--- src/rtl/freq_gate_counter.sv ---
// ---------------------------------------------------------------------------
// freq_gate_counter
//   Measures the frequency of an asynchronous input by counting its rising
//   edges over back-to-back gate windows of GATE_CYCLES clk cycles. At the
//   end of each window the edge count is latched onto 'counter', which feeds
//   the display stage directly and stays stable for a whole window.
//
// Ports
//   clk      in   1      system clock, all logic on posedge
//   rst      in   1      asynchronous reset, active low
//   enable   in   1      1 = measure continuously, 0 = stop and hold result
//   sig_in   in   1      signal under test, asynchronous to clk
//   counter  out  CNT_W  rising edges seen in the last complete window
//   valid    out  1      one-cycle pulse, 'counter' was updated this cycle
//   ovf      out  1      last complete window saturated at 2^CNT_W-1
// ---------------------------------------------------------------------------
module freq_gate_counter #(
    parameter int unsigned GATE_CYCLES = 100_000_000,
    parameter int unsigned CNT_W       = 32,
    parameter int unsigned SYNC_STAGES = 2
) (
    input  logic             clk,
    input  logic             rst,
    input  logic             enable,
    input  logic             sig_in,
    output logic [CNT_W-1:0] counter,
    output logic             valid,
    output logic             ovf
);

    localparam int unsigned GATE_W  = $clog2(GATE_CYCLES);
    localparam int unsigned FLUSH_W = $clog2(SYNC_STAGES + 1);
    localparam logic [GATE_W-1:0]  GATE_LAST  = GATE_W'(GATE_CYCLES - 1);
    localparam logic [FLUSH_W-1:0] FLUSH_LAST = FLUSH_W'(SYNC_STAGES);

    typedef enum logic [1:0] {
        IDLE    = 2'd0,
        FLUSH   = 2'd1,
        MEASURE = 2'd2
    } state_t;

    state_t             state_q, state_d;
    logic [SYNC_STAGES-1:0] sync_q, sync_d;
    logic               prev_q, prev_d;
    logic [FLUSH_W-1:0] flush_q, flush_d;
    logic [GATE_W-1:0]  gate_q, gate_d;
    logic [CNT_W-1:0]   edge_q, edge_d;
    logic               sat_q, sat_d;
    logic [CNT_W-1:0]   counter_q, counter_d;
    logic               ovf_q, ovf_d;
    logic               valid_q, valid_d;

    logic               rise;
    logic [CNT_W:0]     edge_sum;
    logic               sat_hit;
    logic [CNT_W-1:0]   edge_sat;

    // Input path: synchronizer shift register followed by one edge-detect flop.
    always_comb begin
        sync_d = {sync_q[SYNC_STAGES-2:0], sig_in};
        prev_d = sync_q[SYNC_STAGES-1];
    end

    assign rise = sync_q[SYNC_STAGES-1] & ~prev_q;

    // Saturating increment; the carry out marks an edge that could not be counted.
    always_comb begin
        edge_sum = {1'b0, edge_q} + {{CNT_W{1'b0}}, rise};
        sat_hit  = edge_sum[CNT_W];
        edge_sat = sat_hit ? {CNT_W{1'b1}} : edge_sum[CNT_W-1:0];
    end

    always_comb begin
        state_d   = state_q;
        flush_d   = flush_q;
        gate_d    = gate_q;
        edge_d    = edge_q;
        sat_d     = sat_q;
        counter_d = counter_q;
        ovf_d     = ovf_q;
        valid_d   = 1'b0;

        case (state_q)
            IDLE: begin
                if (enable) begin
                    state_d = FLUSH;
                    flush_d = '0;
                end
            end

            // Let the synchronizer refill with live data; edges are ignored here.
            FLUSH: begin
                if (!enable) begin
                    state_d = IDLE;
                end else if (flush_q == FLUSH_LAST) begin
                    state_d = MEASURE;
                    gate_d  = '0;
                    edge_d  = '0;
                    sat_d   = 1'b0;
                end else begin
                    flush_d = flush_q + FLUSH_W'(1);
                end
            end

            MEASURE: begin
                if (gate_q == GATE_LAST) begin
                    // Window end latches even if enable drops this same cycle,
                    // and includes an edge arriving on this cycle.
                    counter_d = edge_sat;
                    ovf_d     = sat_q | sat_hit;
                    valid_d   = 1'b1;
                    gate_d    = '0;
                    edge_d    = '0;
                    sat_d     = 1'b0;
                end else begin
                    gate_d = gate_q + GATE_W'(1);
                    edge_d = edge_sat;
                    sat_d  = sat_q | sat_hit;
                end
                if (!enable) begin
                    state_d = IDLE;
                end
            end

            default: begin
                state_d = IDLE;
            end
        endcase

        // Leaving for IDLE throws away any partial window.
        if (state_d == IDLE) begin
            gate_d = '0;
            edge_d = '0;
            sat_d  = 1'b0;
        end
    end

    always_ff @(posedge clk or negedge rst) begin
        if (!rst) begin
            state_q   <= IDLE;
            sync_q    <= '0;
            prev_q    <= 1'b0;
            flush_q   <= '0;
            gate_q    <= '0;
            edge_q    <= '0;
            sat_q     <= 1'b0;
            counter_q <= '0;
            ovf_q     <= 1'b0;
            valid_q   <= 1'b0;
        end else begin
            state_q   <= state_d;
            sync_q    <= sync_d;
            prev_q    <= prev_d;
            flush_q   <= flush_d;
            gate_q    <= gate_d;
            edge_q    <= edge_d;
            sat_q     <= sat_d;
            counter_q <= counter_d;
            ovf_q     <= ovf_d;
            valid_q   <= valid_d;
        end
    end

    assign counter = counter_q;
    assign valid   = valid_q;
    assign ovf     = ovf_q;

endmodule

--- config.mk ---
export PLATFORM = sky130hd
export DESIGN_NAME = freq_gate_counter
export DESIGN_NICKNAME = d
export VERILOG_FILES = /design/src/rtl/freq_gate_counter.sv
export SDC_FILE = /design/constraint.sdc
export NUM_CORES = 1
export LEC_CHECK = 0
export BUFFER_PORTS_ARGS = -buffer_cell sky130_fd_sc_hd__buf_2
export CAP_MARGIN = 20
export CORE_UTILIZATION = 30
export CTS_BUF_LIST = sky130_fd_sc_hd__clkbuf_16
export DETAILED_ROUTE_END_ITERATION = 12
export GPL_TIMING_DRIVEN = 0
export MAX_ROUTING_LAYER = met4
export SYNTH_ARGS = -nofsm -noshare
export SYNTH_HDL_FRONTEND = slang
export SYNTH_SLANG_ARGS = --single-unit
--- constraint.sdc ---
create_clock -name clk -period 8 [get_ports clk]
set_input_delay 2.4 -clock clk [delete_from_list [all_inputs] [get_ports clk]]
set_output_delay 2.4 -clock clk [all_outputs]
set_load 0.03 [all_outputs]
==> results of run 1 <==
==> sequential cells by signal, indices dropped and copies added, names as in the netlist <==
register,flops
counter,32
edge_q,32
gate_q,27
flush_q,2
state_q,2
sync_q,2
ovf,1
prev_q,1
sat_q,1
valid,1
==> final timing paths <==
check	endpoint	slack (ns)	cells past startpoint
worst min register to register	sync_q[1]	0.35	0
worst max register to register	counter[16]	4.68	10
worst max-delay path	edge_q[23]	3.56	8
min in group asynchronous	gate_q[14]	2.01	1
worst min-delay path	sync_q[1]	0.35	0
max in group asynchronous	counter[18]	5.31	2
==> per-layer routing <==
| layer | wire (um) | up-vias | share of wire | track usage |
|---|---|---|---|---|
| met4 | 264 | 0 | 0.018 | 0.0662 |
| met1 | 7140 | 2277 | 0.50 | 0.245 |
| met3 | 638 | 22 | 0.044 | 0.0217 |
| met2 | 6360 | 122 | 0.44 | 0.253 |
| met5 | 0 | - | 0 | - |
| li1 | - | 2249 | - | - |
==> synth_stat cells (all sizes together) (4+ instances only) <==
cell type	count
xnor2	13
nand3	20
clkbuf	26
a21oi	32
mux2	4
nor2	59
o21ai	51
nand4	31
or3	11
o31ai	4
buf	8
nand2	49
o21a	4
and2	6
nor4	14
ha	4
and4	10
and3	12
nor3	12
a21o	7
xor2	22
inv	15
a22o	14
or4	5
dfrtp	101
a31oi	24
==> critical path, stage by stage <==
cell and delay (ns):
buf_2 0.10, nor2b_1 0.39, nand2_1 0.40, inv_1 0.19
clkbuf_1 0.45, buf_1 0.53, a22oi_1 0.18, nand2_1 0.10
==> cell families after synthesis <==
kind of cell | share of synthesized area
AND/OR/NAND/NOR | 0.238
AO/OA/AOI/OAI | 0.171
flip-flops | 0.474
buffers and inverters | 0.0369
XOR/XNOR | 0.0575
multiplexers | 0.0122
adder cells (fa/ha/maj) | 0.00939
==> cell type report <==
class,instances,area [um^2]
Inverter,15,56.3
Fill cell,1812,11100
Sequential cell,101,2530
Timing Repair Buffer,38,215
Clock inverter,7,115
Multi-Input combinational cell,438,2610
Buffer,34,140
Tap cell,225,282
Clock buffer,9,225
==> stage by stage <==
step	instance area (um^2)	util	hold slack, ns	total power [mW]
5_1_grt	6170	0.356	0.361	1.15
3_3_place_gp	5800	0.335	0.333	0.614
6_report	6170	0.356	0.350	1.11
2_1_floorplan	5330	-	0.331	0.581
3_5_place_dp	5830	0.337	0.336	0.617
4_1_cts	6170	0.356	0.353	1.12
==> report_power, final <==
| part | switching, mW | internal (mW) | total (mW) |
|---|---|---|---|
| registers | 0.00509 | 0.517 | 0.522 |
| clock network | 0.198 | 0.305 | 0.502 |
| logic | 0.0611 | 0.0223 | 0.0835 |
| total | 0.264 | 0.844 | 1.11 |
==> metrics, run 1 <==
Die Span Y=135 um; CP Capture Type=flip-flop; die area=18300 um^2; total of max-cap violations=0; vias in the first global route=4402; Final HPWL DP=10.2 mm; Remaining Overflow, GRT=0; clock-pin slew on the worst setup and hold paths=roughly 0.070 ns; Chip Width=135 um; register area share after synthesis=0.474; clk root buf=clkbuf_16; setup ws final=3.56 ns; vias per cell=roughly 5.4; total number of yosys warnings=0; clk_skew=0.00751 ns; status=finished clean; CTS tree=built; cts hold-fix bufs=0; Global Route Usage Sum=0.174; Gate Count Post-Synth=588; synth unique cells=48; Clk Latency, worst-skew pair=0.36 ns; Post-synth EDFFs=0; startpoint types=input pin; drt initial violations=roughly 520; Worst R2R Start=sync_q[1]; Slew Limit Fails=0; post-synthesis cell area=5330 um^2; hold crit path type=reg2reg; I/O pins=38; Relative slew margins=0.309; asr flop ratio synth=1.00; initial antenna violation count=0; DRC viols=0; DRT antenna net count=0; Lkg Pwr=roughly 2.6 nW; Final Non-Filler Cells=867; PortBufs=37; CP Max Fanout=10; Slew @ Worst Pin=1.03 ns; fin crit share=0.556; setup tns final=0 ns; row cnt=48; Initial Utilization=0.308; power density cells=180 nW/um^2; share of cells above drive strength 1=0.104; Placed Instances=about 850; Place WS=3.23 ns; TritonCTS Buffers=9; Syn Nets=596; RD Place Congestion=0.857; top_reg_cell synth=dfrtp_1; Required @ worst endpoint=8.29 ns; area leader, netlist=dfrtp_1; nets=645; Max H-tree Level=3; syn avg cell area=9.06 um^2; first-pass GRT wire length=23.8 mm; peak supply drop=roughly 0.11 mV; routed via count=approximately 4700; largest cells by area after synthesis=dfrtp_1 (47%), o21ai_0 (4.8%), nor2_1 (4.2%); unrepaired setup endpoints after global routing=false; total length of routed wires=between 10 and 15 mm; largest net degree at the start of global routing=66; CTS resizes=0; wire length per cell=16.6 um; FMAX=0.225 GHz; most frequent cells in the layout=dfrtp_1 (101), nor2_1 (59), o21ai_0 (51); Core Box Area=between 15000 and 20000 um^2; Syn-to-layout area delta=15.7%; Setup violations, final=0; Clock Sinks=between 100 and 150; commonest non-fill, non-tap cell in the layout=dfrtp_1; buffer count from post-CTS setup fixing=0; router iterations before antenna repair=5; Worst EP arrival=about 4.7 ns; HP Start=sync_q[0]; final hold violation count=0; Final Critical Period=~4.4 ns; #FFs+latches synth=101; number of diodes=0; crit path kind=in2reg; clock buffer depth=2; Synth top area share=0.474; crit path launch=enable
(Power assumes the default switching activity.)
==> inputs of run 2 (changes only) <==
Settings changed: ABC_AREA set to 1.
Clock period 8 ns to 4.4 ns, I/O delays scaled along.
==> metrics, run 2 <==
Final Non-Filler Cells=1112 (+28%); status=finished clean; first-pass GRT wire length=24.3 mm (+2.2%); area leader, netlist=dfrtp_1; startpoint types=input pin; Worst EP arrival=2.59 ns (-2.15 ns); RD Place Congestion=0.910 (+6.2%); Chip Width=139 um (+3.0%); Relative slew margins=0.646 (+0.338); Syn Nets=838 (+41%); hold-critical path depth=0 (unchanged); drt initial violations=252 (-51%); clock-pin slew on the worst setup and hold paths=0.07 ns (about the same); synth cell count leaders=nand2_1 (376), dfrtp_1 (101), nor2_1 (101); Gate Count Post-Synth=830 (+41%); die area=19400 um^2 (+6.2%); Worst R2R Start=sync_q[1]; peak supply drop=0.183 mV (+62%); number of diodes=0 (unchanged); total number of yosys warnings=0 (unchanged); most frequent cells in the layout=nand2_1 (376), nor2_1 (101), dfrtp_1 (101); Die Span Y=139 um (+3.0%); row cnt=49 (+2.1%); I/O pins=38 (unchanged); Lkg Pwr=3.27 nW (+24%); post-synthesis cell area=5660 um^2 (+6.2%); initial antenna violation count=0 (unchanged); Clk Latency, worst-skew pair=0.36 ns (about the same); Final HPWL DP=10.5 mm (+2.8%); final core area utilization=0.355 (-0.00123); final hold violation count=0 (unchanged); register area share after synthesis=0.446 (-0.0279); Syn-to-layout area delta=14.3%; TritonCTS Buffers=9 (unchanged); crit path kind=in2reg; Post-synth EDFFs=0 (unchanged); Final Critical Period=2.31 ns; Core Box Area=18200 um^2 (+5.3%); largest cells by area after synthesis=dfrtp_1 (45%), nand2_1 (25%), nor2_1 (6.7%); Slew @ Worst Pin=0.530 ns (-0.497 ns); CTS tree=built; fin area=6470 um^2 (+4.9%); Max H-tree Level=3 (unchanged); worst reg-to-reg path cell count=13 (+3); Remaining Overflow, GRT=0 (unchanged); Filler Cell Count=1952 (+7.7%); CTS resizes=0 (unchanged); setup ws final=2.09 ns (-1.46 ns); power density cells=302 nW/um^2 (+68%); PortBufs=37 (unchanged); DRT antenna net count=0 (unchanged); total length of routed wires=14.1 mm (-2.3%); DRC viols=0 (unchanged); buffer count from post-CTS setup fixing=0 (unchanged); syn avg cell area=6.82 um^2 (-25%); count leader, synth=nand2_1; clk root buf=clkbuf_16; nets=887 (+38%); Register Area=2530 um^2 (unchanged); synth unique cells=28 (-42%); clock buffer depth=2 (unchanged); unrepaired setup endpoints after global routing=false; share of cells above drive strength 1=0.0963 (-0.00810); total of max-cap violations=0 (unchanged); largest net degree at the start of global routing=66 (unchanged); Placed Instances=1097 (+29%); Initial Utilization=0.311 (+0.00285); fin crit share=0.525; Hold EP=prev_q; area of the multi-input gates=2700 um^2 (+3.5%); Global Route Usage Sum=0.163 (-0.0113); vias per cell=4.56 (-15%); Synth top area share=0.446 (-0.0279); #FFs+latches synth=101 (unchanged); Required @ worst endpoint=4.68 ns (-3.61 ns); FMAX=roughly 0.43 GHz; reg2reg setup slack=2.25 ns (-2.43 ns); hold crit path type=reg2reg; asr flop ratio synth=1.00 (unchanged); CP Capture Type=flip-flop; router iterations before antenna repair=7 (+2); Place WS=1.70 ns (-1.53 ns); DP Area=6160 um^2 (+5.8%); commonest non-fill, non-tap cell in the layout=nand2_1; top_reg_cell synth=dfrtp_1; setup tns final=0 ns (unchanged); HP Start=sync_q[1]; CP Max Fanout=10 (unchanged); Clock Sinks=101 (unchanged); wire length per cell=12.7 um (-24%); Setup violations, final=0 (unchanged); cts hold-fix bufs=0 (unchanged); vias in the first global route=4871 (+11%); Critical R2R Capture=counter[27]; routed via count=5074 (+8.7%); clk_skew=0.0119 ns (+0.00436 ns); Slew Limit Fails=0 (unchanged)
run 2: worst max path at each step:
stage,from,end,slack [ns],depth (start not counted)
detailed placement,enable,sat_q,1.70,6
global route,enable,sat_q,1.97,6
floorplan,enable,sat_q,2.22,5
finish,enable,sat_q,2.09,6
CTS,enable,sat_q,2.09,6
global placement,rst,gate_q[14],0.85,1
run 2: logic make-up after synthesis:
logic type | synth area share
adders and majority gates | 0.00884
and+or+nand+nor | 0.425
xor gates and xnor gates | 0.0186
buffers and inverters | 0.0773
DFF | 0.446
AOI/OAI and AO/OA | 0.0234
run 2: metrics by stage:
stage	hold slack, ns	power [mW]
after CTS	0.386	1.98
after global placement	0.363	1.12
after global routing	0.417	2.04
final	0.384	1.95
after floorplan	0.331	1.06
after detailed placement	0.371	1.13
run 2: layer usage:
| metal | track usage | wire length, um | vias to the layer above | share of wire |
|---|---|---|---|---|
| met3 | 0.0310 | 480 | 16 | 0.034 |
| met1 | 0.207 | 6820 | 2319 | 0.48 |
| met2 | 0.262 | 6580 | 80 | 0.47 |
| li1 | - | - | 2659 | - |
| met5 | - | 0 | - | 0 |
| met4 | 0.0474 | 193 | 0 | 0.014 |
run 2: where the power goes:
group	switching [mW]	internal, mW
Sequential	0.0156	0.945
Combinational	0.112	0.0337
Clock	0.355	0.492
Total	0.482	1.47
run 2: final cells by class:
class / instances / share of cell area
clock inverters: 6 / 0.0124
repair buffers: 38 / 0.0333
clock buffers: 9 / 0.0348
inverters: 80 / 0.0466
well taps: 229 / 0.0443
plain buffers: 21 / 0.0211
multi-input cells: 628 / 0.417
flip-flops and latches: 101 / 0.391
run 2: worst max-delay path, stage by stage:
cell	delay, ns
buf_2	0.10
nand3_1	0.21
inv_1	0.25
clkbuf_1	0.45
nand2_1	0.10
a22oi_1	0.16
==> inputs of run 3 (changes only) <==
Clock period 4.4 ns to 1.9 ns, I/O delays scaled along.
==> metrics, run 3 (synthesis gave the netlist of run 2 again) <==
status=finished, violations left; CP Max Fanout=10 (unchanged); largest net degree at the start of global routing=66 (unchanged); Crit-path slowest cell=dfrtp_1; Setup violations, final=18 (+18); fin crit share=1.01; nets=900 (+1.5%); clk root buf=clkbuf_16; Clock Sinks=101 (unchanged); wire length per cell=12.8 um (+1.5%); DRT antenna net count=0 (unchanged); final hold violation count=0 (unchanged); Chip Width=139 um (unchanged); setup ws final=-0.0222 ns (-2.11 ns); Placed Instances=1097 (unchanged); Slew @ Worst Pin=0.502 ns (-0.0281 ns); Worst EP arrival=2.21 ns (-0.38 ns); vias in the first global route=4934 (+1.3%); die area=19400 um^2 (unchanged); Global Route Usage Sum=0.164 (+0.00162); Lkg Pwr=3.44 nW (+5.2%); Initial Utilization=0.311 (unchanged); row cnt=49 (unchanged); Clk Latency, worst-skew pair=0.36 ns (about the same); Worst path max stage delay=0.35 ns (-0.10 ns); FMAX=around 0.52 GHz; Syn-to-layout area delta=19.5%; TritonCTS Buffers=9 (unchanged); clock buffer depth=2 (unchanged); Required @ worst endpoint=2.19 ns (-2.49 ns); Die Span Y=139 um (unchanged); most frequent cells in the layout=nand2_1 (370), dfrtp_1 (101), nor2_1 (93); Max H-tree Level=3 (unchanged); Buf+Inv Stages, Crit Path=2 (-1); share of cells above drive strength 1=0.142 (+0.0455); violated checks=negative setup slack; DP Area=6160 um^2 (unchanged); router iterations before antenna repair=7 (unchanged); cell family with most CP delay=simple AND/OR/NAND/NOR gates; total length of routed wires=14.4 mm (+2.6%); routed via count=5172 (+1.9%); Final Non-Filler Cells=1125 (+1.2%); first-pass GRT wire length=24.6 mm (+0.97%); DRC viols=0 (unchanged); peak supply drop=0.426 mV (+130%); drt initial violations=279 (+11%); unrepaired setup endpoints after global routing=true; initial antenna violation count=0 (unchanged); CTS tree=built; Final Critical Period=~1.9 ns; clock-pin slew on the worst setup and hold paths=0.07 ns (about the same); Remaining Overflow, GRT=0 (unchanged); vias per cell=4.60 (+0.75%); PortBufs=37 (unchanged); fin area=6760 um^2 (+4.6%); RD Place Congestion=0.910 (unchanged); startpoint types=flip-flop; Relative slew margins=0.665 (+0.0187); clk_skew=0.0130 ns (+0.00115 ns); Final HPWL DP=10.5 mm (unchanged); power density cells=673 nW/um^2 (+120%); worst-path cell chain=inv_1 > nor2_1 > ha_2 > ha_4 > nand2_4 > nor2_4 > nand2_4 > nor2_4 > nand3_4 > buf_6 > nand3_1 > nand2_1 > nand2_1; cts hold-fix bufs=0 (unchanged); Place WS=-0.270 ns (-1.97 ns); total of max-cap violations=0 (unchanged); crit path kind=reg2reg; Filler Cell Count=1914 (-1.9%); Slew Limit Fails=0 (unchanged); I/O pins=38 (unchanged); commonest non-fill, non-tap cell in the layout=nand2_1; hold crit path type=in2async; CP Capture Type=flip-flop; Core Box Area=18200 um^2 (unchanged); number of diodes=0 (unchanged)
[run 3: changes by cell type in the layout (fill, tap and decap cells not counted), sizes merged]
cell    change
buf        +12
clkbuf      +1
[run 3: report_power, final]
| part | switching, mW | leakage [nW] | internal, mW |
|---|---|---|---|
| Combinational | 0.277 | 1.88 | 0.104 |
| Clock | 0.817 | 0.156 | 1.14 |
| Sequential | 0.0278 | 1.40 | 2.19 |
[run 3: worst register-to-register path: stages (launching register included)]
cell and delay [ns]:
dfrtp_1 0.35, inv_1 0.04, nor2_1 0.09, ha_2 0.21, ha_4 0.16, nand2_4 0.06
nor2_4 0.15, nand2_4 0.10, nor2_4 0.16, nand3_4 0.13, buf_6 0.18, nand3_1 0.10
nand2_1 0.07, nand2_1 0.06
[run 3: cell type report]
class	count	area, um^2	share of cell area
inverter	80	304	0.0450
tap	229	287	0.0424
buffer	21	166	0.0246
clock inverter	6	80.1	0.0118
timing repair buffer	51	317	0.0468
sequential	101	2530	0.374
multi-input combinational	628	2860	0.422
clock buffer	9	225	0.0333
[run 3: final timing paths]
path	to	from	cells after the start	slack [ns]
max	counter[30]	sync_q[1]	13	-0.02
min	valid	rst	1	0.18
max reg2reg	counter[30]	sync_q[1]	13	-0.02
min reg2reg	prev_q	sync_q[1]	0	0.39
max in group asynchronous	gate_q[16]	rst	2	1.03
min in group clk	sync_q[0]	sig_in	1	0.33
[run 3: per-layer routing]
layer  part of all wire  global-route usage  wire length [um]
met5                  0                   -                 0
met2               0.47               0.266              6810
met4              0.014              0.0503               199
met1               0.48               0.207              6960
met3              0.033              0.0310               473
[run 3: per-stage QoR]
stage	TNS, ns	utilization	total power, mW	hold WS (ns)
after floorplan	0	-	2.46	0.274
after global placement	-103.27	0.337	2.60	0.363
after detailed placement	-13.11	0.338	2.61	0.371
after CTS	-0.493	0.361	4.59	0.199
after global routing	-8.39	0.371	4.76	0.216
final	-0.193	0.371	4.55	0.178
[run 3: repair_timing]
item / 4_1_cts / 5_1_grt
setup endpoints to repair: 68 / 88
gates resized for setup: 22 / 38
setup buffers: 4 / 9
pin swaps: 3 / 7
